<file path="config.mk">
export PLATFORM = sky130hd
export DESIGN_NAME = prog_loader_flat
export DESIGN_NICKNAME = d
export VERILOG_FILES = /design/src/rtl/loader_pkg.sv /design/src/rtl/prog_loader_if.sv /design/src/rtl/prog_loader_word_assembler.sv /design/src/rtl/prog_loader.sv /design/src/flat_wrapper.sv
export SDC_FILE = /design/constraint.sdc
export NUM_CORES = 1
export LEC_CHECK = 0
export CAP_MARGIN = 30
export CORE_MARGIN = 1.5
export CORE_UTILIZATION = 50
export DETAILED_ROUTE_END_ITERATION = 12
export GPL_ROUTABILITY_DRIVEN = 0
export MAX_ROUTING_LAYER = met4
export PLACE_DENSITY = 0.73
export SLEW_MARGIN = 0
export SYNTH_ARGS = -nofsm -noshare
export SYNTH_HDL_FRONTEND = slang
export SYNTH_SLANG_ARGS = --single-unit
</file>
<file path="constraint.sdc">
create_clock -name CLK -period 2.9 [get_ports CLK]
set_input_delay 0.435 -clock CLK [delete_from_list [all_inputs] [get_ports CLK]]
set_output_delay 0.435 -clock CLK [all_outputs]
set_load 0.02 [all_outputs]
</file>
<file path="src/rtl/loader_pkg.sv">
// rtl/loader_pkg.sv - shared FSM state type and frame constants for prog_loader
package loader_pkg;

  typedef enum logic [2:0] {
    ST_IDLE,
    ST_LEN0,
    ST_LEN1,
    ST_DATA,
    ST_WRITE,
    ST_CSUM,
    ST_RUN,
    ST_ERROR
  } state_t;

  localparam int LEN_W          = 16;
  localparam int BYTES_PER_WORD = 4;

  // States in which the loader takes bytes from the host link
  function automatic logic rx_open(state_t s);
    return (s == ST_LEN0) || (s == ST_LEN1) || (s == ST_DATA) || (s == ST_CSUM);
  endfunction

  function automatic logic in_load(state_t s);
    return rx_open(s) || (s == ST_WRITE);
  endfunction

endpackage

</file>
<file path="src/rtl/prog_loader_if.sv">
// rtl/prog_loader_if.sv - host byte stream and instruction-memory write port
interface prog_loader_if #(
  parameter int ADDR_W = 10
);
  logic [7:0]        rx_data;
  logic              rx_valid;
  logic              rx_ready;
  logic              imem_we;
  logic [ADDR_W-1:0] imem_addr;
  logic [31:0]       imem_wdata;

  modport slave (
    input  rx_data, rx_valid,
    output rx_ready, imem_we, imem_addr, imem_wdata
  );

  modport master (
    output rx_data, rx_valid,
    input  rx_ready, imem_we, imem_addr, imem_wdata
  );
endinterface

</file>
<file path="src/rtl/prog_loader_word_assembler.sv">
// rtl/prog_loader_word_assembler.sv - little-endian byte-to-word shifter with running XOR checksum
module word_assembler
  import loader_pkg::*;
(
  input  logic        CLK,
  input  logic        RSTn,
  input  logic        clear,
  input  logic        byte_en,
  input  logic [7:0]  byte_in,
  output logic [31:0] word,
  output logic [7:0]  csum,
  output logic        word_done
);

  logic [1:0] cnt;

  // Bytes enter at the top so the first byte of a word ends up in [7:0]
  always_ff @(posedge CLK or negedge RSTn) begin
    if (!RSTn) begin
      word <= '0;
      csum <= '0;
      cnt  <= '0;
    end else if (clear) begin
      csum <= '0;
      cnt  <= '0;
    end else if (byte_en) begin
      word <= {byte_in, word[31:8]};
      csum <= csum ^ byte_in;
      cnt  <= cnt + 2'd1;
    end
  end

  assign word_done = byte_en && (cnt == 2'(BYTES_PER_WORD - 1));

endmodule

</file>
<file path="src/rtl/prog_loader.sv">
// rtl/prog_loader.sv - boot loader: framed byte stream into imem, checksum verify, core reset release
module prog_loader
  import loader_pkg::*;
#(
  parameter int ADDR_W = 10
) (
  input  logic          CLK,
  input  logic          RSTn,
  input  logic          start,
  prog_loader_if.slave  bus,
  output logic          core_rstn,
  output logic          busy,
  output logic          done,
  output logic          err
);

  localparam int DEPTH = 1 << ADDR_W;

  state_t            state, state_n;
  logic [7:0]        len_lo;
  logic [LEN_W-1:0]  len_full;
  logic [LEN_W-1:0]  words_left;
  logic [ADDR_W-1:0] addr;
  logic [7:0]        csum;
  logic              xfer;
  logic              word_done;
  logic              rx_ready_q;
  logic              imem_we_q;

  assign xfer           = rx_ready_q && bus.rx_valid;
  assign len_full       = {bus.rx_data, len_lo};
  assign bus.rx_ready   = rx_ready_q;
  assign bus.imem_we    = imem_we_q;
  assign bus.imem_addr  = addr;

  word_assembler u_asm (
    .CLK       (CLK),
    .RSTn      (RSTn),
    .clear     ((state == ST_LEN1) && xfer),
    .byte_en   ((state == ST_DATA) && xfer),
    .byte_in   (bus.rx_data),
    .word      (bus.imem_wdata),
    .csum      (csum),
    .word_done (word_done)
  );

  always_comb begin
    state_n = state;
    case (state)
      ST_IDLE, ST_RUN, ST_ERROR: if (start) state_n = ST_LEN0;
      ST_LEN0: if (xfer) state_n = ST_LEN1;
      ST_LEN1: begin
        if (xfer) begin
          if ((len_full == '0) || (32'(len_full) > DEPTH)) state_n = ST_ERROR;
          else                                              state_n = ST_DATA;
        end
      end
      ST_DATA:  if (word_done) state_n = ST_WRITE;
      ST_WRITE: state_n = (words_left == 16'd1) ? ST_CSUM : ST_DATA;
      ST_CSUM: begin
        if (xfer) state_n = (bus.rx_data == csum) ? ST_RUN : ST_ERROR;
      end
      default: state_n = ST_IDLE;
    endcase
  end

  always_ff @(posedge CLK or negedge RSTn) begin
    if (!RSTn) begin
      state      <= ST_IDLE;
      len_lo     <= '0;
      words_left <= '0;
      addr       <= '0;
    end else begin
      state <= state_n;
      if ((state == ST_LEN0) && xfer) len_lo <= bus.rx_data;
      if ((state == ST_LEN1) && xfer) begin
        words_left <= len_full;
        addr       <= '0;
      end
      // Address stays on the last word so a full-depth load never wraps
      if (state == ST_WRITE) begin
        words_left <= words_left - 16'd1;
        if (words_left != 16'd1) addr <= addr + ADDR_W'(1);
      end
    end
  end

  // Outputs decode the next state so they change on the same edge as the FSM
  always_ff @(posedge CLK or negedge RSTn) begin
    if (!RSTn) begin
      rx_ready_q <= 1'b0;
      imem_we_q  <= 1'b0;
      core_rstn  <= 1'b0;
      busy       <= 1'b0;
      done       <= 1'b0;
      err        <= 1'b0;
    end else begin
      rx_ready_q <= rx_open(state_n);
      imem_we_q  <= (state_n == ST_WRITE);
      core_rstn  <= (state_n == ST_RUN);
      busy       <= in_load(state_n);
      done       <= (state_n == ST_RUN);
      err        <= (state_n == ST_ERROR);
    end
  end

endmodule
</file>
<file path="src/flat_wrapper.sv">
// flat-port wrapper written by rule: the top's interface ports become plain ports
module prog_loader_flat import loader_pkg::*;
#(
  parameter int ADDR_W = 10
)
  (CLK, RSTn, start, core_rstn, busy, done, err, bus_rx_data, bus_rx_valid, bus_rx_ready, bus_imem_we, bus_imem_addr, bus_imem_wdata);
  prog_loader_if #(.ADDR_W(ADDR_W)) bus_i ();
  input  logic CLK;
  input  logic RSTn;
  input  logic start;
  output logic core_rstn;
  output logic busy;
  output logic done;
  output logic err;
  input wire logic [$bits(bus_i.rx_data)-1:0] bus_rx_data;
  input wire logic [$bits(bus_i.rx_valid)-1:0] bus_rx_valid;
  output wire logic [$bits(bus_i.rx_ready)-1:0] bus_rx_ready;
  output wire logic [$bits(bus_i.imem_we)-1:0] bus_imem_we;
  output wire logic [$bits(bus_i.imem_addr)-1:0] bus_imem_addr;
  output wire logic [$bits(bus_i.imem_wdata)-1:0] bus_imem_wdata;
  assign bus_i.rx_data = bus_rx_data;
  assign bus_i.rx_valid = bus_rx_valid;
  assign bus_rx_ready = bus_i.rx_ready;
  assign bus_imem_we = bus_i.imem_we;
  assign bus_imem_addr = bus_i.imem_addr;
  assign bus_imem_wdata = bus_i.imem_wdata;
  prog_loader #(.ADDR_W(ADDR_W)) u_core (.CLK(CLK), .RSTn(RSTn), .start(start), .bus(bus_i), .core_rstn(core_rstn), .busy(busy), .done(done), .err(err));
endmodule
</file>
# After elaboration in Yosys (flattened, before gate mapping)
# Cells that the tools add are included.
dict set report totals {
  reg_bits 84
  latch_bits 0
  ram_bits 0
  romBits 0
  input_bits 12
  output_inout_bits 48
  mem_count 0
}
dict set report classes {
  n_addsub 3
  mul 0
  div 0
  magnitude_cmp 1
  eq_ne 18
  shifts 0
  mux 18
  bitwise 2
  n_reduce_logical 16
}
# operator count
set ops {}
lappend ops {{2-to-1 mux 16 bit} 2}
lappend ops {{2-to-1 mux 10 bit} 3}
lappend ops {{== test 3 bit, second input constant} 8}
lappend ops {{2-to-1 mux 3 bit} 7}
lappend ops {{case mux 3 bit (6 select lines)} 1}
lappend ops {{== test 16 x 1 -> 1 bit, second input constant} 1}
lappend ops {{> comparator 16 x 11 -> 1 bit, second input constant} 1}
lappend ops {{logical NOT 16 bit} 1}
lappend ops {{2-to-1 mux 8 bit} 2}
lappend ops {{!= test 16 x 1 -> 1 bit, second input constant} 1}
lappend ops {{subtractor 16 x 1 -> 16 bit, second input constant} 1}
lappend ops {{== test 3 x 2 -> 1 bit, second input constant} 4}
lappend ops {{adder 10 x 1 -> 10 bit, second input constant} 1}
lappend ops {{== test 8 bit} 1}
lappend ops {{bitwise XOR 8 bit} 1}
lappend ops {{== test 3 x 1 -> 1 bit, second input constant} 2}
lappend ops {{logical AND 1 bit} 5}
lappend ops {{logical OR 1 bit} 5}
lappend ops {{2-to-1 mux 2 bit} 2}
lappend ops {{nonzero test 2 bit} 2}
lappend ops {{logical NOT 3 bit} 1}
lappend ops {{OR reduction 3 bit} 1}
lappend ops {{adder 2 x 1 -> 2 bit, second input constant} 1}
lappend ops {{== test 2 bit, second input constant} 1}
lappend ops {{other kinds (3)} 3}

# Depth between registers and ports, before layout
# Gate-level depths: netlist of run 1.
dict set report depth {
  word_depth 10
  depth_mapped 8
  ltp_nobuf 6
}

# Cells and area by module
# A second synthesis of run 1 with hierarchy kept.
dict set report hier_totals {
  cells_unflattened 354
  hier_area_um2 4172.8
}
# mod n_inst cells_per_inst area_each_um2 seq_area_each_um2
set by_module_without_submodules {}
lappend by_module_without_submodules {prog_loader 1 242 2356.0 1051.0}
lappend by_module_without_submodules {word_assembler 1 112 1816.7 1051.0}

# Worst setup path after synthesis of run 1
# OpenSTA, ideal clock, no wires.
dict set report synth_timing {
  kind {input to register}
  from {in bus_rx_data[2]}
  to {reg u_core.busy}
  arrival_time_ps 1702
  required_time_ps 2763
  slack_ps 1061
  path_stages 6
  n_path_buf 1
  cell_sequence {clkbuf_1 xnor2_1 nand4_1 or4_1 a21oi_1 a31oi_1}
}
dict set report synth_via {
  elab_chain_len 10
}
# element line
set synth_lines {}
lappend synth_lines {{start, declared} flat_wrapper.sv:15} ;# input wire logic [$bits(bus_i.rx_data)-1:0] bus_rx_data;
lappend synth_lines {{> comparator 16 x 11 -> 1 bit or logical NOT 16 bit (tied branches)} prog_loader.sv:54} ;# if ((len_full == '0) || (32'(len_full) > DEPTH)) state_n = ST_ERROR;
lappend synth_lines {{logical OR 1 bit} prog_loader.sv:54}
lappend synth_lines {{2-to-1 mux 3 bit} prog_loader.sv:54}
lappend synth_lines {{2-to-1 mux 3 bit} prog_loader.sv:53} ;# if (xfer) begin
lappend synth_lines {{case mux 3 bit (6 select lines) (*)} prog_loader.sv:49} ;# case (state)
lappend synth_lines {{== test 3 x 1 -> 1 bit or == test 3 x 2 -> 1 bit (tied branches)} loader_pkg.sv:20} ;# return (s == ST_LEN0) || (s == ST_LEN1) || (s == ST_DATA) || (s == ST_CSUM);
lappend synth_lines {{logical OR 1 bit (3 in series)} loader_pkg.sv:20}
lappend synth_lines {{logical OR 1 bit (*)} loader_pkg.sv:24} ;# return rx_open(s) || (s == ST_WRITE);
lappend synth_lines {{end signal, assigned} prog_loader.sv:101} ;# busy <= in_load(state_n);
lappend synth_lines {{end, declared} prog_loader.sv:12} ;# output logic busy,
# Every way passes the cells marked *; elsewhere a longest branch is shown, timed or not.
# A chain may end at the register's enable or synchronous reset.

# Worst setup path in the final report of run 1
dict set report layout_timing {
  from {in bus_rx_data[6]}
  to {reg u_core.busy}
}
# Same word-level chain as after synthesis.

==> run_results.csv, run 1 <==
group,metric,value,unit
floorplanning,rows,32,
yosys,syn_area_per_cell,9.312,um2
detailed_routing,drc,0,
hold_path,hold_path.class,"primary input to async pin",
clock_network,clk_pin_slew_worst_paths,80,ps
setup_path,worstPathArrival,2340,ps
setup_path,worstPathRequired,3120,ps
yosys,synth-async-reset-ratio,100.0,%
global_routing,grtUsageMet1,33.63,%
yosys,synth_mux_area_share,3.304,%
timing,worst_pin_slew,612.7,ps
timing,setup_tns,0,ps
timing,clock_skew,9.795,ps
placement,hpwl,6.076,mm
yosys,synth_top_family_by_area,"simple AND/OR/NAND/NOR gates",
yosys,synth_cell_types,55,
yosys,synth_compound_gate_area_share,12.29,%
global_routing,grt_pass1_vias,3085,
setup_path,crit_path_start,"bus_rx_data[6]",
layout,diodes,0,
pwr,power_density,1045,nW/um2
floorplanning,core_area,7687,um2
pwr,vdd_ir_drop_max,0.0005471,V
yosys,yosys.area.top_type_share,53.37,%
floorplanning,io_pins,60,
detailed_routing,routed-via-count,3292,
global_routing,grt_first_pass_wirelength,15.23,mm
yosys,synth_common_cells,"nand2_1, dfrtp_1, o21ai_0, nor2_1, a21oi_1",
clock_network,htreeDepth,3,
clock_network,cts_hold_buf,0,
timing,drv_slew,0,
pwr,p_leak,0.002191,uW
setup_path,cp-endpoint,"u_core.busy$_DFF_PN0_",
detailed_routing,antenna_left,0,
clock_network,clock_path_buffers,2,
yosys,ys_seq_area_share,53.37,%
clock_network,cts_tree,"done",
yosys,ys_ff_latch,84,
floorplanning,initial_core_util,51.24,%
timing,fmax,0.4728,GHz
timing,grt_setup_unrepaired,"no",
setup_path,max_stage_delay,620,ps
yosys,synth-xor-area-share,2.001,%
clock_network,cts_setup_buffers,0,
yosys,synth_ff_type,"dfrtp_1",
status,status,"completed",
floorplanning,die_w,91.76,um
setup_path,r2r-end,"u_core.bus.imem_addr[8]$_DFF_PN0_",
timing,finalCritPeriodShare,72.94,%
clock_network,cts_sinks,84,
detailed_routing,detail_route.first_pass.iterations,5,
yosys,yosysMostFrequentCell,"nand2_1",
clock_network,cts_buffers,9,
layout,fin_util,63.51,%
yosys,synth-edff-count,0,
yosys,syn-num-nets,439,
timing,slew_headroom,59.15,%
global_routing,grt_antenna_before_repair,0,
yosys,yosys.area_share.simple,24.08,%
clock_network,cts_root_buf,"clkbuf_8",
detailed_routing,drt_iter0_drc,215,
global_routing,grt.total_usage,23.85,%
setup_path,worst-r2r-setup-slack,850,ps
setup_path,crit_buf_inv,1,
timing,post-route-min-period,2115,ps
yosys,syn_inst,423,
yosys,synth_area_leaders,"dfrtp_1, nand2_1, o21ai_0, mux2_2, nor2_1",
global_routing,met3_usage,3.400,%
yosys,yosys_warnings,0,
layout,final_layout_size_suffix_gt1_share,10.00,%
placement,io_buffers,59,
timing,setup_viol,0,
setup_path,crit_fanout,6,
layout,syn_to_final_growth,23.95,%
global_routing,top_usage_layer,"met2",
floorplanning,dieArea,8419,um2
detailed_routing,drt_wl_total,8.889,mm
setup_path,rr_worst_depth,5,
yosys,synth_top_cell_by_area,"dfrtp_1",
setup_path,path_depth,6,
setup_path,critPathSlowestCell,"clkdlybuf4s50_1",
setup_path,critPathTopFamily,"simple AND/OR/NAND/NOR gates",
setup_path,cp-end-kind,"flip-flop",
setup_path,timing.rr.start,"u_core.words_left[13]$_DFFE_PN0P_",
clock_network,clk_latency,350,ps
floorplanning,dieHeight,91.76,um
clock_network,post_cts_resized,0,
setup_path,crit_chain,"clkdlybuf4s50_1 > nand2b_1 > nand4_1 > or4_1 > a21oi_1 > a31oi_1",
yosys,netlist_area,3939,um2
global_routing,grt_max_degree,53,
yosys,synth_adder_area_share,1.271,%
detailed_routing,viasPerCell,5.561,
detailed_routing,wl_per_cell,15.02,um
layout,fin_nets,501,
setup_path,crit_type,"primary input to flip-flop",
global_routing,met2_usage,35.57,%
setup_path,worstSetupStartpointType,"primary input",
global_routing,grt-ovfl-total,0,
timing,hold_viol,0,
flow_run,cap_violations,0,
registers in the layout (all words and copies together) (netlist names):
register	cells
u_core.bus.rx_ready	1
u_core.state	3
u_core.words_left	16
u_core.u_asm.cnt	2
u_core.u_asm.csum	8
u_core.bus.imem_addr	10
u_core.core_rstn	1
u_core.u_asm.word	32
u_core.busy	1
u_core.bus.imem_we	1
u_core.len_lo	8
u_core.err	1
cell type report:
type | count | area [um2]
tap | 102 | 127.6
timing repair buffer | 72 | 705.7
multi-input combinational | 307 | 1694
inverter | 11 | 41.29
sequential | 84 | 2102
clock inverter | 5 | 60.06
fill | 656 | 2805
clock buffer | 11 | 151.4
worst min-delay path by stage:
stage | end | slack, ps | depth (start not counted)
detailed placement | u_core.u_asm.word[2]$_DFFE_PN0P_ | 410 | 1
finish | u_core.u_asm.word[2]$_DFFE_PN0P_ | 20 | 1
floorplan | u_core.bus.imem_addr[0]$_DFF_PN0_ | 140 | 0
global placement | u_core.u_asm.word[4]$_DFFE_PN0P_ | 460 | 2
global route | u_core.u_asm.word[2]$_DFFE_PN0P_ | 40 | 1
CTS | u_core.u_asm.word[5]$_DFFE_PN0P_ | 30 | 1
worst register-to-register path, delay by kind of cell (launching register included):
family | cells | cell delay (ps)
flops | 1 | 430
simple gates | 3 | 1050
compound gates | 2 | 470
power breakdown:
part           internal, uW  switching (uW)  total [uW]
registers              1660             470        2130
logic                   956            1140        2090
clock network           447             430         877
total                  3070            2040        5100
cell usage in the layout, fill, tap and decap left out, drive strengths merged, types with 2 or more instances in the layout:
cell type / count
dfrtp: 84
o311ai: 2
xnor2: 6
buf: 14
o221a: 2
ha: 4
nand4: 5
nand3b: 2
a211oi: 3
inv: 11
and2: 2
mux2i: 4
o22ai: 4
nor4: 7
o211ai: 8
nor2: 21
or4: 4
o31ai: 5
nand2: 125
nand3: 12
a221o: 2
xor2: 3
or3: 3
clkinv: 3
clkbuf: 11
clkdlybuf4s50: 58
nand4b: 2
or2: 2
o21ai: 26
nand2b: 4
a21oi: 15
mux2: 8
nor3: 13
and3: 2
o21a: 3
kinds of logic after synthesis:
group,after synthesis
buf+inv,32
mux,12
compound gates,75
simple gates,207
fa+ha+maj,4
xor+xnor,9
flops,84
routing by layer:
layer | routed length, um | share of wire, %
met5 | 0 | 0
met4 | 132 | 1.5
met3 | 403 | 4.5
met2 | 4198 | 47
met1 | 4154 | 47
stage by stage:
stage | setup WS [ps] | cell area [um2] | hold slack [ps] | power [uW] | cells
detailed placement | 436.5 | 4671 | 414.5 | 4236 | 576
CTS | 787.5 | 4882 | 28.50 | 5125 | 592
global placement | 502.4 | 4643 | 457.3 | 4162 | 575
finish | 784.9 | 4882 | 19.53 | 5103 | 592
global route | 671.0 | 4882 | 42.92 | 5478 | 592
floorplan | 1061 | 3939 | 139.4 | 3401 | 423
Power figures use the tool's default switching activity.
==> run 2, diff against run 1 <==
--- a/config.mk
+++ b/config.mk
@@ -7,11 +7,11 @@
 export LEC_CHECK = 0
 export CAP_MARGIN = 30
 export CORE_MARGIN = 1.5
-export CORE_UTILIZATION = 50
+export CORE_UTILIZATION = 49
 export DETAILED_ROUTE_END_ITERATION = 12
 export GPL_ROUTABILITY_DRIVEN = 0
 export MAX_ROUTING_LAYER = met4
-export PLACE_DENSITY = 0.73
+export PLACE_DENSITY = 0.74
 export SLEW_MARGIN = 0
 export SYNTH_ARGS = -nofsm -noshare
 export SYNTH_HDL_FRONTEND = slang
==> constraint.sdc (replaced) <==
create_clock -name CLK -period 1.7 [get_ports CLK]
set_input_delay 0.255 -clock CLK [delete_from_list [all_inputs] [get_ports CLK]]
set_output_delay 0.255 -clock CLK [all_outputs]
set_load 0.02 [all_outputs]
==> run_results.csv, run 2 (synthesized netlist as in run 1, its figures left out) <==
group,metric,value,unit
status,status,"complete, but fails checks",
status,violations,"negative setup slack",
detailed_routing,drc,0,
global_routing,grt_pass1_vias,3549,
floorplanning,die_w,92.66,um
setup_path,worstSetupStartpointType,"flip-flop",
timing,grt_setup_unrepaired,"yes",
layout,fin_nets,569,
global_routing,grt_antenna_before_repair,0,
floorplanning,dieArea,8585,um2
pwr,power_density,1783,nW/um2
timing,setup_tns,-955.4,ps
hold_path,hold_path.class,"primary input to async pin",
setup_path,crit_buf_inv,1,
setup_path,r2r-end,"u_core.bus.imem_addr[2]$_DFF_PN0_",
global_routing,grt-ovfl-total,0,
setup_path,worst-r2r-setup-slack,-80,ps
layout,syn_to_final_growth,44.98,%
clock_network,cts_root_buf,"clkbuf_8",
detailed_routing,viasPerCell,5.745,
floorplanning,initial_core_util,50.71,%
timing,holdWs,412.5,ps
timing,setup_viol,20,
detailed_routing,detail_route.first_pass.iterations,5,
detailed_routing,drt_iter0_drc,272,
detailed_routing,drt_wl_total,11.60,mm
setup_path,crit_type,"flip-flop to flip-flop",
global_routing,grt_first_pass_wirelength,17.37,mm
clock_network,clock_path_buffers,2,
detailed_routing,wl_per_cell,17.58,um
timing,slew_headroom,63.22,%
timing,clock_skew,8.310,ps
global_routing,grtUsageMet1,35.52,%
layout,layout_commonest_cell,"nand2_1",
placement,io_buffers,59,
clock_network,cts_tree,"done",
placement,placedCellCount,626,
clock_network,cts_sinks,84,
pwr,vdd_ir_drop_max,0.0008039,V
detailed_routing,antenna_left,0,
timing,worst_pin_slew,551.7,ps
global_routing,met3_usage,3.448,%
global_routing,met2_usage,41.79,%
layout,fin_area,5710,um2
placement,hpwl,7.162,mm
global_routing,grt.total_usage,26.65,%
clock_network,cts_buffers,9,
global_routing,top_usage_layer,"met2",
timing,fmax,0.5614,GHz
setup_path,worstPathArrival,2030,ps
flow_run,cap_violations,0,
setup_path,critPathTopFamily,"simple AND/OR/NAND/NOR gates",
clock_network,htreeDepth,3,
setup_path,critPathSlowestCell,"or3_4",
timing,finalCritPeriodShare,104.8,%
timing,hold_viol,0,
placement,dp_worst_setup_slack,-386.5,ps
setup_path,max_stage_delay,420,ps
layout,diodes,0,
setup_path,worstPathRequired,1950,ps
timing,drv_slew,0,
layout,top_register,"u_core.u_asm.word",
setup_path,crit_chain,"or3_4 > buf_12 > nand3b_4 > o211ai_1 > xor2_1 > nor2_1",
clock_network,clk_pin_slew_worst_paths,90,ps
floorplanning,rows,32,
layout,final_layout_size_suffix_gt1_share,27.24,%
timing,setup_ws,-81.14,ps
layout,nFillCells,548,
placement,placed_area,5081,um2
global_routing,grt_max_degree,42,
floorplanning,core_area,7767,um2
detailed_routing,routed-via-count,3792,
floorplanning,dieHeight,92.66,um
clock_network,clk_latency,360,ps
timing,post-route-min-period,1781,ps
layout,fin_cells,660,
setup_path,rr_worst_depth,6,
layout,largest_reg_flops,32,
setup_path,timing.rr.start,"u_core.words_left[6]$_DFFE_PN0P_",
pwr,p_leak,0.002656,uW
setup_path,crit_fanout,5,
layout,layout_common_cells,"nand2_1, dfrtp_1, buf_4, clkdlybuf4s50_1, o21ai_0",
setup_path,cp-end-kind,"flip-flop",
floorplanning,io_pins,60,
-- run 2: cell types whose count changed in the layout (fill, tap and decap cells not counted), sizes merged --
| cell | previous run | this run |
|---|---|---|
| dlygate4sd3 | 0 | 1 |
| clkinv | 3 | 2 |
| nand3b | 2 | 3 |
| clkbuf | 11 | 10 |
| clkdlybuf4s50 | 58 | 51 |
| inv | 11 | 14 |
| buf | 14 | 79 |
| dlymetal6s2s | 0 | 5 |
| dlygate4sd2 | 0 | 2 |
-- run 2: metrics by stage --
| step | util (%) | total power (uW) |
|---|---|---|
| 6_report | 73.52 | 10180 |
| 5_1_grt | 73.52 | 10770 |
| 4_1_cts | 70.10 | 9649 |
| 3_5_place_dp | 65.42 | 7912 |
| 3_3_place_gp | 65.42 | 7760 |
| 2_1_floorplan | - | 5808 |
-- run 2: area by class of cell --
class	count	area, um2	area share, %
multi-input cells	308	1934	33.87
flip-flops and latches	84	2102	36.81
inverters	11	41.29	0.7230
well taps	102	127.6	2.235
clock buffers	9	123.9	2.169
clock inverters	7	73.82	1.293
repair buffers	139	1308	22.90
-- run 2: what timing repair did --
| item | CTS | global route |
|---|---|---|
| pin swaps | 14 | 19 |
| hold buffers | 1 | 0 |
| endpoints found under the setup margin | 25 | 60 |
| resized for setup | 16 | 50 |
| buffers inserted | 7 | 8 |
| gates cloned | 1 | 1 |
| endpoints found under the hold margin | 37 | 0 |
-- run 2: worst max path at each step --
stage / start / endpoint / slack [ps] / depth (start not counted)
after detailed placement: bus_rx_data[6] / u_core.busy$_DFF_PN0_ / -390 / 7
after CTS: u_core.words_left[6]$_DFFE_PN0P_ / u_core.busy$_DFF_PN0_ / -100 / 5
after global placement: bus_rx_data[6] / u_core.busy$_DFF_PN0_ / -390 / 7
after global routing: u_core.words_left[6]$_DFFE_PN0P_ / u_core.words_left[10]$_DFFE_PN0P_ / -180 / 5
final: u_core.words_left[6]$_DFFE_PN0P_ / u_core.bus.imem_addr[2]$_DFF_PN0_ / -80 / 6
after floorplan: u_core.words_left[4]$_DFFE_PN0P_ / u_core.busy$_DFF_PN0_ / -3 / 6
-- run 2: metal layers --
metal  wire (um)  vias to the layer above
li1            -                     1731
met1        4939                     1871
met2        5720                      164
met3         623                       26
met4         316                        0
met5           0                        -
-- run 2: where the power goes --
group	switching, uW	internal, uW
Sequential	758	2840
Clock	796	690
Combinational	2600	2500
==> run 3, diff against run 2 <==
--- a/config.mk
+++ b/config.mk
@@ -5,7 +5,7 @@
 export SDC_FILE = /design/constraint.sdc
 export NUM_CORES = 1
 export LEC_CHECK = 0
-export CAP_MARGIN = 30
+export CAP_MARGIN = 20
 export CORE_MARGIN = 1.5
 export CORE_UTILIZATION = 49
 export DETAILED_ROUTE_END_ITERATION = 12
==> constraint.sdc (replaced) <==
create_clock -name CLK -period 1.7 [get_ports CLK]
set_input_delay 0.34 -clock CLK [delete_from_list [all_inputs] [get_ports CLK]]
set_output_delay 0.34 -clock CLK [all_outputs]
set_load 0.02 [all_outputs]
==> run_results.csv, run 3 (synthesized netlist as in run 1, its figures left out) <==
group,metric,value,unit
detailed_routing,drt_iter0_drc,216,
timing,holdWs,444.9,ps
pwr,seqPwrFrac,37.0,%
status,status,"complete, but fails checks",
global_routing,met3_usage,3.284,%
layout,nFillCells,578,
setup_path,path_depth,5,
clock_network,clk_pin_slew_worst_paths,80,ps
pwr,clkPwrFrac,15.4,%
timing,slew_headroom,74.61,%
setup_path,cp-endpoint,"u_core.words_left[13]$_DFFE_PN0P_",
layout,layout_common_cells,"nand2_1, dfrtp_1, buf_4, dlygate4sd2_1, o21ai_0",
clock_network,cts_sinks,84,
timing,hold_viol,0,
global_routing,met2_usage,43.26,%
layout,syn_to_final_growth,43.77,%
placement,hpwl,7.373,mm
setup_path,crit_chain,"or3_4 > nand3b_4 > o31ai_2 > a21oi_1 > a311oi_1",
global_routing,grt_pass1_vias,3552,
setup_path,max_stage_delay,430,ps
clock_network,cts_root_buf,"clkbuf_8",
pwr,p_leak,0.002865,uW
setup_path,critPathSlowestCell,"or3_4",
floorplanning,io_pins,60,
flow_run,cap_violations,0,
detailed_routing,viasPerCell,5.492,
layout,final_layout_size_suffix_gt1_share,25.14,%
floorplanning,dieArea,8585,um2
timing,drv_slew,0,
setup_path,worstPathRequired,1960,ps
layout,top_register,"u_core.u_asm.word",
timing,finalCritPeriodShare,105.4,%
timing,post-route-min-period,1792,ps
timing,fmax,0.5580,GHz
global_routing,top_usage_layer,"met2",
global_routing,grt_antenna_before_repair,0,
detailed_routing,detail_route.first_pass.iterations,4,
global_routing,grtUsageMet1,35.03,%
detailed_routing,routed-via-count,3597,
global_routing,grt_first_pass_wirelength,17.26,mm
clock_network,clk_latency,360,ps
detailed_routing,drt_wl_total,10.58,mm
pwr,p_switching,3955,uW
setup_path,cp-end-kind,"flip-flop",
setup_path,critPathTopFamily,"simple AND/OR/NAND/NOR gates",
layout,layout_commonest_cell,"nand2_1",
layout,largest_reg_flops,32,
timing,clock_skew,6.836,ps
setup_path,worstPathArrival,2050,ps
pwr,intPower,5824,uW
setup_path,crit_buf_inv,0,
clock_network,clock_path_buffers,2,
pwr,pwr-share-comb,47.6,%
detailed_routing,antenna_left,0,
setup_path,rr_worst_depth,5,
status,violations,"negative setup slack",
pwr,vdd_ir_drop_max,0.0008191,V
global_routing,grt.total_usage,26.93,%
setup_path,crit_type,"flip-flop to flip-flop",
timing,setup_viol,15,
layout,fin_util,72.91,%
detailed_routing,wl_per_cell,16.15,um
clock_network,cts_buffers,9,
placement,io_buffers,59,
setup_path,worst-r2r-setup-slack,-90,ps
setup_path,crit_fanout,6,
setup_path,crit_path_start,"u_core.words_left[6]$_DFFE_PN0P_",
setup_path,timing.rr.start,"u_core.words_left[6]$_DFFE_PN0P_",
hold_path,hold_path.class,"primary input to async pin",
global_routing,grt_max_degree,30,
floorplanning,dieHeight,92.66,um
pwr,power_density,1727,nW/um2
global_routing,grt-ovfl-total,0,
detailed_routing,drc,0,
timing,worst_pin_slew,380.8,ps
floorplanning,core_area,7767,um2
pwr,switching_share,40.44,%
floorplanning,rows,32,
floorplanning,die_w,92.66,um
clock_network,htreeDepth,3,
clock_network,cts_tree,"done",
floorplanning,initial_core_util,50.71,%
layout,fin_nets,564,
setup_path,worstSetupStartpointType,"flip-flop",
timing,grt_setup_unrepaired,"yes",
timing,setup_ws,-92.12,ps
layout,diodes,0,
setup_path,r2r-end,"u_core.words_left[13]$_DFFE_PN0P_",
-- run 3: cell types whose count changed in the layout (fill, tap and decap cells not counted), moves of 3 or more --
cell	previous run	this run
o21ai_0	20	23
inv_6	3	0
dlymetal6s2s_1	5	13
buf_12	5	9
buf_4	68	61
dlygate4sd2_1	2	31
clkdlybuf4s50_1	51	14
nor4_2	1	4
a21oi_2	3	0
-- run 3: worst min path at each step --
stage / start / to / cells past startpoint / slack, ps
finish: RSTn / u_core.u_asm.word[2]$_DFFE_PN0P_ / 2 / 440
global route: RSTn / u_core.u_asm.word[2]$_DFFE_PN0P_ / 2 / 450
CTS: RSTn / u_core.u_asm.word[10]$_DFFE_PN0P_ / 2 / 440
detailed placement: RSTn / u_core.u_asm.word[10]$_DFFE_PN0P_ / 1 / 290
global placement: RSTn / u_core.u_asm.word[0]$_DFFE_PN0P_ / 1 / 290
floorplan: RSTn / u_core.bus.imem_addr[0]$_DFF_PN0_ / 0 / 40
-- run 3: final cells by class --
cell class / instances / area [um2] / share of cell area, %
multi-input cells: 308 / 1897 / 33.50
inverters: 11 / 45.04 / 0.7954
repair buffers: 134 / 1279 / 22.58
well taps: 102 / 127.6 / 2.254
flip-flops and latches: 84 / 2103 / 37.14
clock inverters: 5 / 60.06 / 1.061
clock buffers: 11 / 151.4 / 2.673
-- run 3: per-stage QoR --
step                cells  total power, uW  setup WS, ps  TNS, ps  cell area, um2
finish                655             9779        -92.12   -820.9            5663
global route          655            10430        -154.0    -1980            5663
CTS                   649             9521        -90.66   -672.1            5461
detailed placement    624             7999        -448.1   -17790            5132
global placement      624             7812        -427.0   -16130            5132
floorplan             423             5816         2.416        0            3948
-- run 3: power by group through the flow --
stage                     Clock [uW]  Combinational [uW]  Sequential (uW)
after floorplan                    0                1880             3940
after global placement             0                4280             3540
after detailed placement           0                4420             3580
after CTS                       1540                4410             3570
after global routing            1630                5060             3740
final                           1510                4650             3620
-- run 3: timing repair --
action / 4_1_cts / 5_1_grt
cloned: 1 / 0
hold buffers: 1 / 0
endpoints found under the setup margin: 54 / 45
hold endpoints to repair: 26 / 0
buffers inserted: 7 / 6
pin swaps: 11 / 8
gates resized for setup: 46 / 41
-- run 3: routing by layer --
layer	share of wire, %	vias up
met2	49	109
met4	2.1	0
met5	0	-
li1	-	1721
met1	45	1752
met3	4.2	15
